===== src/rtl/csr_spi_pkg.sv =====
// Shared constants and FSM state type for the SPI-to-CSR bridge.
package csr_spi_pkg;

    localparam int FRAME_BITS  = 16;  // R/W bit + address + data
    localparam int CMD_BITS    = 8;   // R/W bit + address
    localparam int BIT_CNT_W   = 5;   // counts 0..FRAME_BITS
    localparam int HOLD_CNT_W  = 4;   // strobe hold counter, up to 16 cycles
    localparam int ABORT_CNT_W = 8;   // aborted-frame counter width

    typedef enum logic [2:0] {
        IDLE,
        SHIFT,
        RD_STROBE,
        WR_STROBE,
        DONE
    } state_t;

endpackage


===== src/rtl/spi_pin_sync.sv =====
// Two-flop synchroniser plus one edge-detect flop for a single asynchronous SPI pin.
module spi_pin_sync #(
    parameter logic RESET_VAL = 1'b0
) (
    input  logic clk_i,
    input  logic rst_n,
    input  logic pin_i,
    output logic level_o,
    output logic rise_o,
    output logic fall_o
);

    // [0],[1] synchronise, [2] holds the previous synchronised value for edge detection
    logic [2:0] sync_reg;

    // Shift the raw pin through the synchroniser chain
    always_ff @(posedge clk_i or negedge rst_n) begin
        if (!rst_n) begin
            sync_reg <= {3{RESET_VAL}};
        end else begin
            sync_reg <= {sync_reg[1:0], pin_i};
        end
    end

    assign level_o = sync_reg[1];
    assign rise_o  = (sync_reg[2:1] == 2'b01);
    assign fall_o  = (sync_reg[2:1] == 2'b10);

endmodule


===== src/rtl/spi_csr_bridge.sv =====
// SPI slave (mode 0, MSB first) turning 16-bit frames into CSR read/write strobes.
// Optional build macro CSR_SPI_ABORT_CNT_EN adds a saturating aborted-frame counter.
module spi_csr_bridge
    import csr_spi_pkg::*;
#(
    parameter int ADDR_WIDTH     = 7,
    parameter int DATA_WIDTH     = 8,
    parameter int WR_HOLD_CYCLES = 4,
    parameter int RD_HOLD_CYCLES = 3
) (
    input  logic                   clk_i,
    input  logic                   rst_n,
    input  logic                   spi_sclk_i,
    input  logic                   spi_cs_n_i,
    input  logic                   spi_mosi_i,
    output logic                   spi_miso_o,
    output logic                   spi_miso_oe_o,
    output logic [ADDR_WIDTH-1:0]  addr_o,
    output logic [DATA_WIDTH-1:0]  write_data_o,
    output logic                   write_en_o,
    output logic                   read_en_o,
    input  logic [DATA_WIDTH-1:0]  read_data_i,
    output logic [ABORT_CNT_W-1:0] abort_cnt_o
);

    localparam logic [BIT_CNT_W-1:0]  CNT_CMD   = BIT_CNT_W'(CMD_BITS);
    localparam logic [BIT_CNT_W-1:0]  CNT_FRAME = BIT_CNT_W'(FRAME_BITS);
    localparam logic [HOLD_CNT_W-1:0] WR_LAST   = HOLD_CNT_W'(WR_HOLD_CYCLES - 1);
    localparam logic [HOLD_CNT_W-1:0] RD_LAST   = HOLD_CNT_W'(RD_HOLD_CYCLES - 1);
    // Pin order {mosi, cs_n, sclk}; cs_n idles high so its synchroniser resets to 1
    localparam logic [2:0] PIN_RST = 3'b010;

    logic [2:0] pin_raw, pin_lvl, pin_rise, pin_fall;

    assign pin_raw = {spi_mosi_i, spi_cs_n_i, spi_sclk_i};

    generate
        for (genvar gi = 0; gi < 3; gi++) begin : g_sync
            spi_pin_sync #(
                .RESET_VAL (PIN_RST[gi])
            ) u_sync (
                .clk_i   (clk_i),
                .rst_n   (rst_n),
                .pin_i   (pin_raw[gi]),
                .level_o (pin_lvl[gi]),
                .rise_o  (pin_rise[gi]),
                .fall_o  (pin_fall[gi])
            );
        end
    endgenerate

    logic sclk_rise, sclk_fall, cs_lvl, cs_fall, mosi_lvl;
    assign sclk_rise = pin_rise[0];
    assign sclk_fall = pin_fall[0];
    assign cs_lvl    = pin_lvl[1];
    assign cs_fall   = pin_fall[1];
    assign mosi_lvl  = pin_lvl[2];

    logic unused_pins;
    assign unused_pins = &{1'b0, pin_lvl[0], pin_rise[1], pin_rise[2], pin_fall[2]};

    state_t                  state_reg, state_next;
    logic [BIT_CNT_W-1:0]    bit_cnt_reg, bit_cnt_next, cnt_inc;
    logic [HOLD_CNT_W-1:0]   hold_cnt_reg, hold_cnt_next;
    logic [FRAME_BITS-2:0]   rx_reg, rx_next;
    logic [FRAME_BITS-1:0]   rx_shift;
    logic [FRAME_BITS-1:0]   tx_reg, tx_next;
    logic [DATA_WIDTH-1:0]   rd_shadow_reg, rd_shadow_next;
    logic                    rd_done_reg, rd_done_next;
    logic [ADDR_WIDTH-1:0]   addr_reg, addr_next;
    logic [DATA_WIDTH-1:0]   wdata_reg, wdata_next;
    logic                    write_en_reg, write_en_next;
    logic                    read_en_reg, read_en_next;
    logic                    abort_evt;

    // Next-state and datapath decisions for the frame FSM
    always_comb begin
        state_next     = state_reg;
        bit_cnt_next   = bit_cnt_reg;
        hold_cnt_next  = hold_cnt_reg;
        rx_next        = rx_reg;
        tx_next        = tx_reg;
        rd_shadow_next = rd_shadow_reg;
        rd_done_next   = rd_done_reg;
        addr_next      = addr_reg;
        wdata_next     = wdata_reg;
        abort_evt      = 1'b0;
        rx_shift       = {rx_reg, mosi_lvl};
        cnt_inc        = bit_cnt_reg + BIT_CNT_W'(1);

        case (state_reg)
            IDLE: begin
                if (cs_fall) begin
                    state_next   = SHIFT;
                    bit_cnt_next = '0;
                    rx_next      = '0;
                    rd_done_next = 1'b0;
                    tx_next      = {{(FRAME_BITS-DATA_WIDTH){1'b0}}, rd_shadow_reg};
                end
            end
            SHIFT: begin
                if (cs_lvl) begin
                    // A read whose strobe already fired ends cleanly; anything else is cut short
                    state_next = IDLE;
                    abort_evt  = !rd_done_reg;
                end else begin
                    if (sclk_fall) begin
                        tx_next = {tx_reg[FRAME_BITS-2:0], 1'b0};
                    end
                    if (sclk_rise) begin
                        rx_next      = rx_shift[FRAME_BITS-2:0];
                        bit_cnt_next = cnt_inc;
                        if (cnt_inc == CNT_CMD && !rx_shift[CMD_BITS-1]) begin
                            addr_next     = rx_shift[CMD_BITS-2 -: ADDR_WIDTH];
                            rd_done_next  = 1'b1;
                            hold_cnt_next = '0;
                            state_next    = RD_STROBE;
                        end else if (cnt_inc == CNT_FRAME) begin
                            if (rx_shift[FRAME_BITS-1]) begin
                                addr_next     = rx_shift[FRAME_BITS-2 -: ADDR_WIDTH];
                                wdata_next    = rx_shift[DATA_WIDTH-1:0];
                                hold_cnt_next = '0;
                                state_next    = WR_STROBE;
                            end else begin
                                state_next = DONE;
                            end
                        end
                    end
                end
            end
            RD_STROBE: begin
                // MISO keeps moving while the read is outstanding
                if (sclk_fall) begin
                    tx_next = {tx_reg[FRAME_BITS-2:0], 1'b0};
                end
                if (hold_cnt_reg == RD_LAST) begin
                    rd_shadow_next = read_data_i;
                    state_next     = cs_lvl ? IDLE : SHIFT;
                end else begin
                    hold_cnt_next = hold_cnt_reg + HOLD_CNT_W'(1);
                end
            end
            WR_STROBE: begin
                if (hold_cnt_reg == WR_LAST) begin
                    state_next = cs_lvl ? IDLE : DONE;
                end else begin
                    hold_cnt_next = hold_cnt_reg + HOLD_CNT_W'(1);
                end
            end
            DONE: begin
                if (cs_lvl) begin
                    state_next = IDLE;
                end
            end
            default: state_next = IDLE;
        endcase

        // Strobes are registered so downstream synchronisers never see decode glitches
        write_en_next = (state_next == WR_STROBE);
        read_en_next  = (state_next == RD_STROBE);
    end

    // State and datapath registers
    always_ff @(posedge clk_i or negedge rst_n) begin
        if (!rst_n) begin
            state_reg     <= IDLE;
            bit_cnt_reg   <= '0;
            hold_cnt_reg  <= '0;
            rx_reg        <= '0;
            tx_reg        <= '0;
            rd_shadow_reg <= '0;
            rd_done_reg   <= 1'b0;
            addr_reg      <= '0;
            wdata_reg     <= '0;
            write_en_reg  <= 1'b0;
            read_en_reg   <= 1'b0;
        end else begin
            state_reg     <= state_next;
            bit_cnt_reg   <= bit_cnt_next;
            hold_cnt_reg  <= hold_cnt_next;
            rx_reg        <= rx_next;
            tx_reg        <= tx_next;
            rd_shadow_reg <= rd_shadow_next;
            rd_done_reg   <= rd_done_next;
            addr_reg      <= addr_next;
            wdata_reg     <= wdata_next;
            write_en_reg  <= write_en_next;
            read_en_reg   <= read_en_next;
        end
    end

`ifdef CSR_SPI_ABORT_CNT_EN
    logic [ABORT_CNT_W-1:0] abort_cnt_reg;

    // Saturating count of frames cut short by cs_n
    always_ff @(posedge clk_i or negedge rst_n) begin
        if (!rst_n) begin
            abort_cnt_reg <= '0;
        end else if (abort_evt && (abort_cnt_reg != '1)) begin
            abort_cnt_reg <= abort_cnt_reg + ABORT_CNT_W'(1);
        end
    end

    assign abort_cnt_o = abort_cnt_reg;
`else
    logic unused_abort;
    assign unused_abort = abort_evt;
    assign abort_cnt_o  = '0;
`endif

    assign spi_miso_o    = tx_reg[FRAME_BITS-1];
    assign spi_miso_oe_o = !cs_lvl;
    assign addr_o        = addr_reg;
    assign write_data_o  = wdata_reg;
    assign write_en_o    = write_en_reg;
    assign read_en_o     = read_en_reg;

endmodule


===== config.mk =====
export PLATFORM = sky130hd
export DESIGN_NAME = spi_csr_bridge
export DESIGN_NICKNAME = d
export VERILOG_FILES = /design/src/rtl/csr_spi_pkg.sv /design/src/rtl/spi_pin_sync.sv /design/src/rtl/spi_csr_bridge.sv
export SDC_FILE = /design/constraint.sdc
export NUM_CORES = 1
export LEC_CHECK = 0
export CORE_MARGIN = 10
export CORE_UTILIZATION = 30
export CTS_CLUSTER_SIZE = 24
export DETAILED_ROUTE_END_ITERATION = 8
export REMOVE_ABC_BUFFERS = 1
export SLEW_MARGIN = 0
export SYNTH_ARGS = -nofsm -noshare
export SYNTH_HDL_FRONTEND = slang
export SYNTH_SLANG_ARGS = --single-unit
export TNS_END_PERCENT = 5

===== constraint.sdc =====
create_clock -name clk_i -period 3.6 [get_ports clk_i]
set_input_delay 0.36 -clock clk_i [delete_from_list [all_inputs] [get_ports clk_i]]
set_output_delay 0.36 -clock clk_i [all_outputs]
set_load 0.01 [all_outputs]

Word-level counts from Yosys, hierarchy flattened

Index checks and enable logic that the tools add are counted.

Flip-flop bits (word level): 76
Input bits: 13
Output and inout bits: 27
Word-level logic and storage cells: 87

$add $sub $neg: 2
Equality and inequality tests: 20
Muxes and demuxes: 35
Bitwise operators: 2
Reduce and logical (&&, ||, !) cells: 15

Operators by type and width:

| kind                                                | number |
|---|---|
| 2-to-1 mux 16 bit                                   | 3 |
| one-hot mux 16 bit (3 select lines)                 | 1 |
| 2-to-1 mux 15 bit                                   | 3 |
| 2-to-1 mux 3 bit                                    | 10 |
| one-hot mux 15 bit (2 select lines)                 | 1 |
| 2-to-1 mux 4 bit                                    | 7 |
| 2-to-1 mux 7 bit                                    | 3 |
| 2-to-1 mux 5 bit                                    | 3 |
| one-hot mux 3 bit (5 select lines)                  | 1 |
| equality test 3 x 2 -> 1 bit, second input constant | 4 |
| one-hot mux 4 bit (3 select lines)                  | 1 |
| one-hot mux 5 bit (2 select lines)                  | 1 |
| equality test 4 x 2 -> 1 bit, second input constant | 2 |
| inequality test 2 bit, second input constant        | 4 |
| AND reduction 7 bit                                 | 1 |
| inequality test 3 bit, second input constant        | 2 |
| AND reduction 6 bit                                 | 1 |
| nonzero test 2 bit                                  | 3 |
| nonzero test 3 bit                                  | 2 |
| adder 5 x 1 -> 5 bit, second input constant         | 1 |
| equality test 5 x 4 -> 1 bit, second input constant | 1 |
| equality test 5 bit, second input constant          | 1 |
| AND reduction 5 bit                                 | 1 |
| adder 4 x 1 -> 4 bit, second input constant         | 1 |
| 13 further kinds                                    | 16 |

Depth between registers and ports, before layout

Depth after elaboration: 8
Gate-level depth with buffers: 8
Mapped depth without buffers: 7

Cells and area by module

Synthesis repeated with hierarchy kept, for this count alone.

Cells, all modules: 323
Area, all modules: 3553.4 µm²

Modules (own cells, without submodules):

| module                               | instances | cells each | area an instance (µm²) | sequential area each (µm²) |
|---|---|---|---|---|
| spi_csr_bridge                       | 1         | 308        | 3279.4                 | 1701.6 |
| spi_pin_sync at g_sync[0].u_sync ... | 2         | 5          | 90.1                   | 75.1 |
| spi_pin_sync at g_sync[1].u_sync     | 1         | 5          | 93.8                   | 78.8 |

Worst setup path before layout

OpenSTA, ideal clock, no wires.

Path type: reg2reg
Start point: register bit_cnt_reg[0]
End point: register write_en_reg, in the netlist write_en_o
Library setup time: 88 ps
Arrival: 2010 ps
Required time: 3512 ps
Slack: 1503 ps
Cell stages (with the launch flop): 8
Path buffers: 1
Clock period less this slack: 2097 ps
Cell sequence: dfrtp_1 -> ha_1 -> buf_2 -> and4b_1 -> a22o_1 -> or3b_1 -> a311o_1 -> a22oi_1

Word-level cells in the longest chain between the ends: 8
Elaborated cells on any way between the ends: 10
Classes of those cells: add/sub (1); eq/ne (3); mux (5); reduce/logical (1)

RTL lines:

| element                                                             | RTL line                                     | source |
|---|---|---|
| start, declared                                                     | spi_csr_bridge.sv:63                         | `logic [BIT_CNT_W-1:0] bit_cnt_reg, bit_cnt_next, cnt_inc;` |
| start signal, assigned                                              | spi_csr_bridge.sv:179                        | `bit_cnt_reg <= bit_cnt_next;` |
| adder 5 x 1 -> 5 bit (*)                                            | spi_csr_bridge.sv:89                         | `cnt_inc = bit_cnt_reg + BIT_CNT_W'(1);` |
| equality test 5 bit or equality test 5 x 4 -> 1 bit (tied branches) | spi_csr_bridge.sv:118, spi_csr_bridge.sv:113 |  |
| 2-to-1 mux 3 bit or logical AND 1 bit (tied branches)               | spi_csr_bridge.sv:118, spi_csr_bridge.sv:113 |  |
| 2-to-1 mux 3 bit (*)                                                | spi_csr_bridge.sv:113                        | `if (cnt_inc == CNT_CMD && !rx_shift[CMD_BITS-1]) begin` |
| 2-to-1 mux 3 bit (*)                                                | spi_csr_bridge.sv:110                        | `if (sclk_rise) begin` |
| 2-to-1 mux 3 bit (*)                                                | spi_csr_bridge.sv:102                        | `if (cs_lvl) begin` |
| one-hot mux 3 bit (5 select lines) (*)                              | spi_csr_bridge.sv:91                         | `case (state_reg)` |
| equality test 3 x 2 -> 1 bit (*)                                    | spi_csr_bridge.sv:159                        | `write_en_next = (state_next == WR_STROBE);` |
| named net write_en_next                                             | spi_csr_bridge.sv:72                         | `logic write_en_reg, write_en_next;` |
| end signal, assigned                                                | spi_csr_bridge.sv:187                        | `write_en_reg <= write_en_next;` |
| end, declared                                                       | spi_csr_bridge.sv:72                         |  |

Mark *: on every way through the listed nets, which the timed path passes. The rest lies on a longest branch.
A chain may end at the register's enable or synchronous reset.

Final worst setup path

Start point: register state_reg[0]
End point: register wdata_reg[6], in the netlist write_data_o[6]

Word-level cells in the longest chain between the ends: 2

RTL lines:

| element                       | RTL line              | source |
|---|---|---|
| start, declared               | spi_csr_bridge.sv:62  | `state_t state_reg, state_next;` |
| start signal, assigned        | spi_csr_bridge.sv:178 | `state_reg <= state_next;` |
| equality test 3 x 1 -> 1 bit  | spi_csr_bridge.sv:91  |  |
| AND reduction 6 bit (no line) | -                     |  |
| end signal, assigned          | spi_csr_bridge.sv:186 | `wdata_reg <= wdata_next;` |
| end, declared                 | spi_csr_bridge.sv:71  | `logic [DATA_WIDTH-1:0] wdata_reg, wdata_next;` |

Every way passes these cells.

==> results.sh <==
export IMPL_syn_avg_cell_area_um2=12.1
export IMPL_synth_compound_area_share_pct=12.1
export IMPL_synth_commonest_cells="73 x dfrtp_1, 32 x nand2_1, 25 x o21ai_0, 23 x mux2_2, 17 x a22o_1"
export IMPL_first_pass_iters=4
export IMPL_grt_ovfl_total=0
export IMPL_die_area_mm2=0.0160
export IMPL_cp_startpoint="state_reg[0]"
export IMPL_internal_power_uw=1430
export IMPL_rsz0062_at_grt="no"
export IMPL_switchingPower_uw=411
export IMPL_relSlewSlack_pct=30.8
export IMPL_synth_top_family_by_area="multiplexers"
export IMPL_numCtsBuffers=9
export IMPL_ir_drop_mv=0.270
export IMPL_post_cts_buffers=0
export IMPL_netlist_instances=281
export IMPL_max_freq_ghz=0.396
export IMPL_critPathKind="flip-flop to flip-flop"
export IMPL_synth_simple_area_share_pct=11.0
export IMPL_boundaryPins=40
export IMPL_post_cts_resized=0
export IMPL_p_comb_share_pct=5.8
export IMPL_wl_um=6740
export IMPL_cp_end_kind="flip-flop"
export IMPL_fillCellCount=1064
export IMPL_reg2reg_from="state_reg[0]"
export IMPL_wl_per_cell_um=14.9
export IMPL_final_period_utilization_pct=70.1
export IMPL_hold_path_class="input pin to async pin"
export IMPL_stdcell_count=454
export IMPL_grt_pass1_vias=2197
export IMPL_cts_root_buffer="clkbuf_16"
export IMPL_clkTransAtPathRegs_ns=0.06
export IMPL_power_total_uw=1840
export IMPL_viasPerCell=4.76
export IMPL_ys_types=50
export IMPL_max_clock_path_buffers=2
export IMPL_htree_levels=3
export IMPL_switching_share_pct=22.3
export IMPL_seq_power_share_pct=49.7
export IMPL_worstSetupStartpointType="flip-flop"
export IMPL_vias=2161
export IMPL_whs_ns=0.180
export IMPL_drtIter0Drc=240
export IMPL_synth_adder_area_share_pct=1.47
export IMPL_clock_power_share_pct=44.5
export IMPL_slew_violations=0
export IMPL_yosys_area_top_type="dfrtp_1"
export IMPL_synth_edf_count=0
export IMPL_hold_viol_final=0
export IMPL_coreArea_mm2=0.0110
export IMPL_drive_gt1_share_pct=18.2
export IMPL_synth_xor_area_share_pct=0.773
export IMPL_tightest_slew_ns=1.04
export IMPL_syn_cell_area_mm2=0.00340
export IMPL_final_setup_tns_ns=0
export IMPL_area_growth_pct=19.2
export IMPL_cp_max_fo=10
export IMPL_layout_setup_ws_ns=1.08
export IMPL_fin_worst_skew_ns=0.00617
export IMPL_async_flop_share_pct=100
export IMPL_synth_main_ff_cell="dfrtp_1"
export IMPL_rows=38
export IMPL_nNetsFinal=327
export IMPL_cap_violations=0
export IMPL_crit_arrival_ns=2.74
export IMPL_synth_area_leaders="dfrtp_1 54%, mux2_2 7.6%, a22o_1 4.4%, o21ai_0 3.7%, nand2_1 3.5%"
export IMPL_dp_slack_ns=1.07
export IMPL_period_needed_ns=2.52
export IMPL_synth_seq_area_share_pct=56.1
export IMPL_grt_antenna_before_repair=0
export IMPL_gp_congestion=0.762
export IMPL_crit_required_ns=3.81
export IMPL_antennaDiodeCount=0
export IMPL_ys_ff_latch=76
export IMPL_fp_dieW_um=126
export IMPL_die_y_um=126
export IMPL_antenna_left=0
export IMPL_tritoncts="done"
export IMPL_place_inst=439
export IMPL_clock_latency_ns=0.33
export IMPL_start_util_pct=30.9
export IMPL_cts_hold_buf=0
export IMPL_yosys_warnings=0
export IMPL_dp_hpwl_um=4440
export IMPL_cts_sinks=76
export IMPL_grtUsageTotal_pct=8.67
export IMPL_largest_reg_flops=16
export IMPL_synth_top_area_share_pct=53.8
export IMPL_yosysMostFrequentCell="dfrtp_1"
export IMPL_grt_max_degree=77
export IMPL_powerDensity_mw_per_mm2=455
export IMPL_status="complete, no violations"
export IMPL_io_buffers=31
export IMPL_grt_pass1_wl_um=11400
export IMPL_drc=0
export IMPL_synth_mux_area_share_pct=13.3
export IMPL_setup_violations=0
export IMPL_p_leak_uw=0.00181
[power groups by stage]
stage | Sequential (uW) | Combinational, uW | Clock [uW]
detailed placement | 932 | 109 | 0
global route | 921 | 124 | 889
CTS | 917 | 109 | 847
finish | 917 | 106 | 821
floorplan | 925 | 60.4 | 0
global placement | 931 | 107 | 0
[through the flow]
stage	instance area [um^2]	utilization, %
CTS	4050	36.9
global route	4050	36.9
detailed placement	3780	34.4
floorplan	3270	-
global placement	3780	34.4
finish	4050	36.9
[placed cells by master, fill, tap and decap left out, types with 4 or more instances in the layout]
master           instances
clkdlybuf4s50_1         30
dfrtp_1                 73
nand3_1                  4
buf_4                    4
mux2_2                  23
mux2_4                   6
ha_1                     4
clkbuf_16                9
inv_1                    5
nand2_1                 32
mux2i_1                  9
o21ai_0                 25
nor2_1                   9
a22o_1                  17
conb_1                   8
[cell families (layout without fill, tap and decap cells)]
family | Yosys count | after routing
DFF | 76 | 76
and+or+nand+nor | 69 | 69
AOI/OAI and AO/OA | 61 | 61
muxes | 39 | 39
buffers and inverters | 28 | 54
adders and majority gates | 4 | 4
xor gates and xnor gates | 3 | 3
other | 1 | 8
[routing by layer]
metal / share of wire [%] / global-route usage [%] / vias to the layer above
li1: - / - / 1045
met1: 47 / 11.2 / 1067
met2: 45 / 11.8 / 45
met3: 6.9 / 4.46 / 4
met4: 0.77 / 3.62 / 0
met5: 0 / 0 / -
[final cells by class]
cell class	count	area, um^2	share of cell area [%]
clock inverters	2	10.0	0.247
well taps	140	175	4.32
flip-flops and latches	76	1910	47.0
repair buffers	34	330	8.16
clock buffers	13	260	6.43
multi-input cells	184	1350	33.3
inverters	5	18.8	0.463
[worst max-delay path, cell delays in order (launching register included)]
cell     delay [ns]
dfrtp_1        0.47
or3b_1         0.52
nor3_2         0.54
and3_1         0.49
mux2_2         0.38
[worst paths after layout]
| path | to | slack (ns) | cells after the start |
|---|---|---|---|
| max in group asynchronous | addr_o[1] | 2.81 | 1 |
| setup reg to reg | write_data_o[6] | 1.08 | 4 |
| hold reg to reg | g_sync[2].u_sync.sync_reg[1] | 0.35 | 0 |
| setup / recovery | write_data_o[6] | 1.08 | 4 |
| min in group clk_i | g_sync[2].u_sync.sync_reg[1] | 0.35 | 0 |
| hold / removal | tx_reg[15] | 0.18 | 1 |
(Power assumes the default switching activity.)
